### src/rtl/csa_seq_mult.sv
// Sequential carry-save multiplier: BITS_PER_CYCLE partial products per cycle into a
// sum/carry pair, then a single carry-propagate add into the registered product.
//
// state   | meaning
// IDLE    | ready for operands; P holds the last product
// ACCUM   | compressing BITS_PER_CYCLE partial products per cycle, no carry propagation
// RESOLVE | sum + carry written into P
// DONE    | product offered on out_valid until out_ready
module csa_seq_mult #(
    parameter int WIDTH          = 16,
    parameter int BITS_PER_CYCLE = 1
) (
    input  logic                 clk,
    input  logic                 reset,
    input  logic                 in_valid,
    output logic                 in_ready,
    input  logic                 is_signed,
    input  logic [WIDTH-1:0]     X,
    input  logic [WIDTH-1:0]     Y,
    output logic                 out_valid,
    input  logic                 out_ready,
    output logic [2*WIDTH-1:0]   P,
    output logic                 busy
);

    localparam int N  = WIDTH / BITS_PER_CYCLE;
    localparam int CW = (N > 1) ? $clog2(N) : 1;
    localparam int PW = 2 * WIDTH;

    typedef enum logic [1:0] {IDLE, ACCUM, RESOLVE, DONE} state_t;

    state_t            state, state_n;
    logic [CW-1:0]     cnt;
    logic [PW-1:0]     x_q;
    logic [WIDTH-1:0]  y_q;
    logic              sgn_q;
    logic [PW-1:0]     sum_q, carry_q;
    logic [PW-1:0]     sum_n, carry_n;
    logic [PW-1:0]     row, maj;
    logic              inj;
    logic              last_step;

    assign last_step = (cnt == CW'(N - 1));

    always_ff @(posedge clk) begin
        if (reset)
            state <= IDLE;
        else
            state <= state_n;
    end

    always_comb begin
        state_n   = state;
        in_ready  = 1'b0;
        out_valid = 1'b0;
        busy      = 1'b0;
        case (state)
            IDLE: begin
                in_ready = 1'b1;
                if (in_valid)
                    state_n = ACCUM;
            end
            ACCUM: begin
                busy = 1'b1;
                if (last_step)
                    state_n = RESOLVE;
            end
            RESOLVE: begin
                busy    = 1'b1;
                state_n = DONE;
            end
            DONE: begin
                out_valid = 1'b1;
                if (out_ready)
                    state_n = IDLE;
            end
            default: state_n = IDLE;
        endcase
    end

    // Chain of 3:2 compressors. x_q/y_q are pre-shifted each cycle, so row j here has
    // weight 2^(cnt*BPC+j). The negative MSB row uses the always-free carry bit 0 for its +1.
    always_comb begin
        sum_n   = sum_q;
        carry_n = carry_q;
        row     = '0;
        maj     = '0;
        inj     = 1'b0;
        for (int j = 0; j < BITS_PER_CYCLE; j++) begin
            row = '0;
            inj = 1'b0;
            if (y_q[j]) begin
                if (sgn_q && last_step && (j == BITS_PER_CYCLE - 1)) begin
                    row = ~(x_q << j);
                    inj = 1'b1;
                end else begin
                    row = x_q << j;
                end
            end
            maj     = (sum_n & carry_n) | (sum_n & row) | (carry_n & row);
            sum_n   = sum_n ^ carry_n ^ row;
            carry_n = {maj[PW-2:0], inj};
        end
    end

    always_ff @(posedge clk) begin
        if (reset) begin
            cnt     <= '0;
            x_q     <= '0;
            y_q     <= '0;
            sgn_q   <= 1'b0;
            sum_q   <= '0;
            carry_q <= '0;
            P       <= '0;
        end else begin
            case (state)
                IDLE: begin
                    if (in_valid) begin
                        x_q     <= is_signed ? {{WIDTH{X[WIDTH-1]}}, X} : {{WIDTH{1'b0}}, X};
                        y_q     <= Y;
                        sgn_q   <= is_signed;
                        cnt     <= '0;
                        sum_q   <= '0;
                        carry_q <= '0;
                    end
                end
                ACCUM: begin
                    sum_q   <= sum_n;
                    carry_q <= carry_n;
                    x_q     <= x_q << BITS_PER_CYCLE;
                    y_q     <= y_q >> BITS_PER_CYCLE;
                    if (!last_step)
                        cnt <= cnt + CW'(1);
                end
                RESOLVE: P <= sum_q + carry_q;
                default: ;
            endcase
        end
    end

endmodule

### config.mk
export PLATFORM = sky130hd
export DESIGN_NAME = csa_seq_mult
export DESIGN_NICKNAME = d
export VERILOG_FILES = /design/src/rtl/csa_seq_mult.sv
export SDC_FILE = /design/constraint.sdc
export NUM_CORES = 1
export LEC_CHECK = 0
export BUFFER_PORTS_ARGS = -buffer_cell sky130_fd_sc_hd__buf_2
export CAP_MARGIN = 20
export CORE_MARGIN = 2
export CORE_UTILIZATION = 55
export CTS_CLUSTER_SIZE = 40
export DETAILED_ROUTE_END_ITERATION = 7
export PLACE_DENSITY = 0.75
export SLEW_MARGIN = 20
export SYNTH_ARGS = -nofsm -noshare
export SYNTH_HDL_FRONTEND = slang
export SYNTH_SLANG_ARGS = --single-unit
### constraint.sdc
create_clock -name clk -period 3.6 [get_ports clk]
set_input_delay 0.72 -clock clk [delete_from_list [all_inputs] [get_ports clk]]
set_output_delay 0.72 -clock clk [all_outputs]
set_load 0.02 [all_outputs]
; ---- Word level (Yosys, flattened, before mapping)
; Cells that the tools add are included.
[op_classes]
n_addsub = 2
n_mul = 0
n_div = 0
order_cmp = 0
n_eq_ne = 8
shifts = 0
muxes = 22
n_bitwise = 8
reduce_logical = 8
[ops]
columns = operator, n
row1 = case mux 32 bit (2 select lines), 3
row2 = 2-to-1 mux 32 bit, 5
row3 = bitwise AND 31 bit, 3
row4 = bitwise XOR 32 bit, 2
row5 = bitwise OR 31 bit, 2
row6 = adder 32 bit, 1
row7 = NOT 32 bit, 1
row8 = case mux 16 bit (2 select lines), 1
row9 = 2-to-1 mux 16 bit, 1
row10 = 2-to-1 mux 4 bit, 2
row11 = "inequality test 2 bit, second input constant", 4
row12 = case mux 2 bit (4 select lines), 1
row13 = case mux 4 bit (2 select lines), 1
row14 = 2-to-1 mux 2 bit, 3
row15 = AND reduction 3 bit, 2
row16 = 2-to-1 mux 1 bit, 5
row17 = "adder 4 x 1 -> 4 bit, second input constant", 1
row18 = "equality test 2 bit, second input constant", 2
row19 = "equality test 4 bit, second input constant", 1
row20 = AND reduction 2 bit, 2
row21 = "equality test 2 x 1 -> 1 bit, second input constant", 1
row22 = logical NOT 2 bit, 1
row23 = nonzero test 2 bit, 1
row24 = OR reduction 2 bit, 1
row25 = logical AND 1 bit, 1
[word_totals]
register_bits = 151
latchBits = 0
ramBits = 0
romBits = 0
in_bits = 37
output_inout_bits = 35
wordCells = 56
mem_count = 0

; ---- Depth between registers and ports, before layout
; Gate-level depths: netlist (run 1).
[depth]
word_depth = 8
ltp_mapped = 10
depth_no_buf = 9

; ---- Worst setup path after synthesis (run 1)
; No wires, ideal clock.
[synth_path]
path_type = flip-flop to flip-flop
from = register cnt[0]
to = register sum_q[10]
setup_ns = 0.128
arrival_ns = 2.278
t_required_ns = 3.472
slack_ns = 1.194
stages_incl_launch_ff = 11
n_path_buf = 1
synth_period_minus_slack_ns = 2.406
cell_sequence = dfxtp_1 ha_1 and3_1 nand2_1 buf_1 xnor2_1 nand2_1 fa_1 nor2_1 a21oi_1 nor2_1
[synth_between]
elab_chain_len = 6
[synth_rtl]
columns = item, line
row1 = start: declaration, 33  ; logic [CW-1:0] cnt;
row2 = start signal: assignment, 133  ; cnt <= cnt + CW'(1);
row3 = equality test 4 bit, 43  ; assign last_step = (cnt == CW'(N - 1));
row4 = logical AND 1 bit, 93  ; if (sgn_q && last_step && (j == BITS_PER_CYCLE - 1)) begin
row5 = 2-to-1 mux 32 bit, 93
row6 = 2-to-1 mux 32 bit, 92  ; if (y_q[j]) begin
row7 = bitwise XOR 32 bit, 101  ; sum_n = sum_n ^ carry_n ^ row;
row8 = case mux 32 bit (2 select lines), 116  ; case (state)
row9 = end signal: assignment, 128  ; sum_q <= sum_n;
row10 = end: declaration, 37  ; logic [PW-1:0] sum_q, carry_q;
; No other way between the ends.
; A chain may end at the register's enable or synchronous reset.

; ---- Final worst setup path (run 1)
[layout_path]
from = register cnt[0]
to = register sum_q[5]
; The elaborated chain is that of the path after synthesis.

==> results of run 1 <==
==> where the power goes <==
group,switching [W],internal (W),total [W]
logic,0.00148,0.000791,0.00227
registers,0.000257,0.00196,0.00221
clock network,0.000738,0.00102,0.00176
==> cell usage after synthesis, types with 3 or more instances <==
| cell type | count |
|---|---|
| nand4_1 | 5 |
| o21a_1 | 9 |
| ha_1 | 37 |
| nor3_1 | 26 |
| a31oi_1 | 7 |
| o211ai_1 | 3 |
| and2_1 | 7 |
| a31o_1 | 3 |
| fa_1 | 31 |
| xor2_1 | 10 |
| mux2i_1 | 49 |
| clkbuf_1 | 34 |
| a21o_1 | 23 |
| nand2_1 | 66 |
| nand3_1 | 12 |
| o21ai_1 | 5 |
| o31ai_1 | 3 |
| buf_1 | 22 |
| inv_1 | 69 |
| and3_1 | 3 |
| nor2_1 | 219 |
| or3_1 | 5 |
| o21ai_0 | 13 |
| xnor2_1 | 45 |
| buf_2 | 7 |
| a211oi_1 | 34 |
| dfxtp_1 | 151 |
| a21oi_1 | 108 |
==> cells by family after synthesis <==
logic type / Yosys count / share of synthesized area
muxes: 49 / 0.0564
xor gates and xnor gates: 55 / 0.0554
AOI/OAI and AO/OA: 239 / 0.180
and+or+nand+nor: 362 / 0.176
buffers and inverters: 134 / 0.0590
DFF: 151 / 0.348
adders and majority gates: 68 / 0.125
==> placed cells by master, fill, tap and decap left out, types with 3 or more instances in the layout <==
master / n
clkbuf_16: 17
a21o_1: 23
or3_1: 5
o21ai_0: 12
a31o_1: 3
xor2_1: 10
fa_1: 31
a211oi_1: 34
nand2_2: 3
buf_4: 10
buf_2: 70
nor2_1: 219
and3_1: 3
nand2_1: 64
o21ai_1: 5
a21oi_1: 108
clkinv_4: 3
ha_1: 35
xnor2_1: 45
dfxtp_1: 151
mux2i_1: 49
inv_1: 69
a31oi_1: 7
o211ai_1: 3
o31ai_1: 3
nor3_1: 26
clkinvlp_4: 5
and2_1: 7
o21a_1: 8
nand3_1: 12
nand4_1: 5
==> worst max-delay path: stages (launching register included) <==
cell and delay (ps):
dfxtp_1 340, ha_1 230, and3_1 230, nand2_2 360, buf_4 410, xnor2_1 160
nand2_1 90, fa_1 490, nor2_1 40, a21oi_1 160, nor2_1 60
==> flip-flops by register name (all words and copies together) (netlist names) <==
register  cells
P            32
carry_q      32
sum_q        32
x_q          32
y_q          16
cnt           4
state         2
sgn_q         1
==> final timing paths <==
path / to
hold reg to reg: P[11]$_SDFFE_PP0P_
setup / recovery: sum_q[5]$_SDFFE_PP0P_
hold / removal: P[11]$_SDFFE_PP0P_
setup reg to reg: sum_q[5]$_SDFFE_PP0P_
==> layer usage <==
metal | part of all wire | up-vias
li1 | - | 3650
met1 | 0.46 | 3507
met2 | 0.47 | 199
met3 | 0.046 | 27
met4 | 0.023 | 0
met5 | 0 | -
==> stage by stage <==
step	power (W)	cells
after floorplan	0.00395	1058
after global placement	0.00444	1286
after global routing	0.00664	1318
after detailed placement	0.00450	1286
final	0.00624	1318
after CTS	0.00626	1318
==> area by class of cell <==
type	count	area (µm²)
Clock buffer	18	429
Sequential cell	151	3020
Inverter	70	263
Multi-Input combinational cell	773	5180
Timing Repair Buffer	81	445
Tap cell	211	264
Fill cell	1319	5560
Clock inverter	14	151
==> impl_metrics.tcl, run 1 <==
set metrics [dict create \
    core_region_area_um2 15300 \
    clk_latency_ps 430 \
    rsz0062_at_grt "no" \
    cts_made_buffers 17 \
    irDropWorstVdd_mv 0.585 \
    setup_viol 0 \
    drt_wl_total_um 20200 \
    gr-usage-all-layers 0.250 \
    relSlewSlack 0.383 \
    synth.avg_cell_area_um2 8.22 \
    synth_area_um2 8690 \
    arrival_ps 3020 \
    finalHoldViolCount 0 \
    area_growth_pct 12.2 \
    synth_flop_cell "dfxtp_1" \
    routed_via_density 5.60 \
    postCtsHoldBufs 0 \
    place_ws_ps 905 \
    synth_fp_nets 1163 \
    grtUsageMet3 0.0500 \
    ys_types 64 \
    min-delay-start "P[11]$_SDFFE_PP0P_" \
    clock_skew_ps 7.34 \
    gp_congestion 0.869 \
    cp_max_fo 19 \
    r2r-start "cnt[0]$_SDFFE_PP0P_" \
    use_met2 0.411 \
    holdCritPathClass "flip-flop to flip-flop" \
    cts_resized 0 \
    hold_slack_ps 461 \
    tightest_slew_ps 924 \
    grt_pass1_wl_um 33600 \
    placed_area_um2 9170 \
    drt_pass1_iterations 5 \
    async_flop_share 0 \
    overflow 0 \
    period_share 0.762 \
    outcome "finished, final reports clean" \
    path_clk_slew_ps 60 \
    synth_edf_count 0 \
    start_util 0.568 \
    io_buffers 71 \
    cts_buffer_depth 2 \
    die_h_um 130 \
    ant_nets 0 \
    final_util 0.637 \
    powerDensity_nw_per_um2 640 \
    antenna_found_initial 0 \
    leakage_nw 3.74 \
    htreeDepth 4 \
    grt_util_met1 0.331 \
    ys_ff_latch 151 \
    hold_path_depth 2 \
    drive_gt1_frac 0.124 \
    dieArea_um2 16800 \
    critPathLaunchType "flip-flop" \
    r2r_setup_slack_ps 860 \
    drv_cap 0 \
    fmax_mhz 365 \
    tns_ps 0 \
    cts_tree "built" \
    synthCells 1058 \
    vias 7383 \
    synth_area_leaders "dfxtp_1, nor2_1, fa_1, a21oi_1, mux2i_1" \
    fp-row-count 45 \
    drc 0 \
    crit_start "cnt[0]$_SDFFE_PP0P_" \
    yosys_warnings 0 \
    fin_nets 1199 \
    die_x_um 130 \
    grt_busiest_layer "met2" \
    yosysSeqAreaShare 0.348 \
    drtIter0Drc 493 \
    num_antenna_cells 0 \
    r2r_cells 10 \
    cp.required_ps 3880 \
    fin_area_um2 9750 \
    period_minus_slack_ps 2740 \
    cts_sinks 151 \
    grt_pass1_vias 6920 \
    endpoint_kind "flip-flop" \
    wl_per_cell_um 15.3 \
    hpwl_um 13600 \
    worst_slack_ps 857 \
    crit_type "flip-flop to flip-flop" \
    drv_slew 0 \
    cts_setup_buffers 0 \
    clockRootBuffer "clkbuf_16" \
    synth_top_cell_by_area "dfxtp_1" \
    io_pins 72 \
    yosysTopAreaCellShare 0.348 \
    grt_max_degree 77 \
]
Power figures use the tool's default switching activity.
==> run 2: changes to the inputs <==
PLACE_DENSITY = 0.78   (was 0.75)
clock period = 2.4 ns   (was 3.6 ns; I/O delays follow)
==> run 2 against run 1 <==
Worst setup slack worse by 810 ps. Register-to-register slack worse by 810 ps. Core utilization up 3.1 points. Count of clock-buffer cells in the layout unchanged. Cell count up 1.7%. Sequential share of layout area down 1.3 points.
==> impl_metrics.tcl, run 2 (same netlist as run 1, synthesis figures left out) <==
set metrics [dict create \
    totalPowerFinal_w 0.00970 \
    cp.required_ps 2720 \
    routed_via_density 5.60 \
    final_common_cell "nor2_1" \
    io_buffers 71 \
    area_growth_pct 17.6 \
    grt_pass1_vias 7150 \
    finalHoldViolCount 0 \
    placed_area_um2 9360 \
    vias 7509 \
    irDropWorstVdd_mv 0.794 \
    dieArea_um2 16800 \
    netSwitchingFraction 0.389 \
    critPathLaunchType "flip-flop" \
    crit_type "flip-flop to flip-flop" \
    die_h_um 130 \
    outcome "finished, final reports clean" \
    core_region_area_um2 15300 \
    cts_made_buffers 17 \
    holdCritPathClass "primary input to flip-flop" \
    tightest_slew_ps 568 \
    cts_sinks 151 \
    fmax_mhz 424 \
    fp-row-count 45 \
    relSlewSlack 0.621 \
    final_util 0.668 \
    num_antenna_cells 0 \
    pwr-share-comb 0.366 \
    nFillCells 1241 \
    internal_power_w 0.00592 \
    postCtsHoldBufs 0 \
    setup_viol 0 \
    hpwl_um 14300 \
    fin_area_um2 10200 \
    cts_buffer_depth 2 \
    r2r_setup_slack_ps 40 \
    path_clk_slew_ps 70 \
    cp_max_fo 5 \
    endpoint_kind "flip-flop" \
    hold_slack_ps 296 \
    wl_per_cell_um 15.9 \
    r2r_cells 9 \
    drc 0 \
    period_minus_slack_ps 2360 \
    powerDensity_nw_per_um2 948 \
    crit_cells 9 \
    crit_family "compound AO/OA/AOI/OAI gates" \
    drv_slew 0 \
    arrival_ps 2670 \
    grt_pass1_wl_um 35000 \
    antenna_found_initial 0 \
    period_share 0.982 \
    drtIter0Drc 426 \
    crit_chain "ha_4 -> a21o_1 -> a31o_1 -> a31o_1 -> a41o_4 -> a31oi_4 -> nor3_2 -> mux2i_1 -> a311o_1" \
    critPathSlowestCell "dfxtp_2" \
    hold_path_depth 3 \
    grt_max_degree 107 \
    overflow 0 \
    clkPwrFrac 0.294 \
    clockRootBuffer "clkbuf_16" \
    drt_wl_total_um 21300 \
    clk_latency_ps 430 \
    drt_pass1_iterations 6 \
    leakage_nw 3.90 \
    tns_ps 0 \
    cpMostUsedCell "a31o_1" \
    htreeDepth 4 \
    max_stage_delay_ps 340 \
    layout_common_cells "nor2_1, dfxtp_1, a21oi_1" \
    drive_gt1_frac 0.174 \
    cts_tree "built" \
    drv_cap 0 \
    clock_skew_ps 7.73 \
    seqPwrFrac 0.340 \
    gp_congestion 0.944 \
    io_pins 72 \
    die_x_um 130 \
    start_util 0.568 \
    gr-usage-all-layers 0.260 \
    fin_nets 1221 \
    p_switching_w 0.00377 \
    crit_buf_inv 0 \
    ant_nets 0 \
]
[run 2: changes by cell type in the layout (fill, tap and decap cells not counted), moves of 3 or more]
| cell | delta |
|---|---|
| dfxtp_1 | -11 |
| dfxtp_2 | +11 |
| ha_4 | +6 |
| ha_1 | -11 |
| ha_2 | +5 |
| buf_12 | +3 |
| buf_4 | +19 |
| clkinvlp_4 | -3 |
[run 2: layer usage]
layer	vias up	share of wire	track usage
met5	-	0	0
met4	0	0.019	0.0753
met3	32	0.055	0.0574
met2	225	0.48	0.432
met1	3558	0.44	0.343
li1	3694	-	-
[run 2: layout make-up]
type,count,area (µm²),share of cell area
multi-input cells,773,5390,0.527
flip-flops and latches,151,3040,0.297
repair buffers,103,648,0.0634
clock buffers,18,439,0.0430
well taps,211,264,0.0258
inverters,70,263,0.0257
clock inverters,14,185,0.0181
[run 2: path summary, 6_finish.rpt]
path / start / end
setup / recovery: sum_q[13]$_SDFFE_PP0P_ / P[30]$_SDFFE_PP0P_
hold / removal: X[0] / x_q[0]$_SDFFE_PP0P_
setup reg to reg: sum_q[13]$_SDFFE_PP0P_ / P[30]$_SDFFE_PP0P_
hold reg to reg: P[16]$_SDFFE_PP0P_ / P[16]$_SDFFE_PP0P_
[run 2: timing repair]
action | 4_1_cts | 5_1_grt
setup buffers | 0 | 2
resized for setup | 3 | 45
gates cloned | 0 | 0
setup endpoints to repair | 3 | 46
pin swaps | 0 | 11
[run 2: power by group through the flow]
stage               Sequential, W  Combinational, W  Clock [W]
global route              0.00335           0.00394    0.00299
detailed placement        0.00333           0.00352          0
global placement          0.00331           0.00345          0
CTS                       0.00328           0.00354    0.00288
finish                    0.00330           0.00355    0.00285
floorplan                 0.00326           0.00266          0
[run 2: through the flow]
stage / std cells / setup WS [ps]
floorplan: 1058 / 115
global placement: 1306 / 22.4
detailed placement: 1306 / 10.9
CTS: 1338 / -9.85
global route: 1340 / -30.1
finish: 1340 / 43.1
[run 2: worst reg2reg max path, cell delays in order (launching register included)]
cell	delay (ps)
dfxtp_2	340
ha_4	260
a21o_1	170
a31o_1	220
a31o_1	200
a41o_4	270
a31oi_4	250
nor3_2	90
mux2i_1	120
a311o_1	310
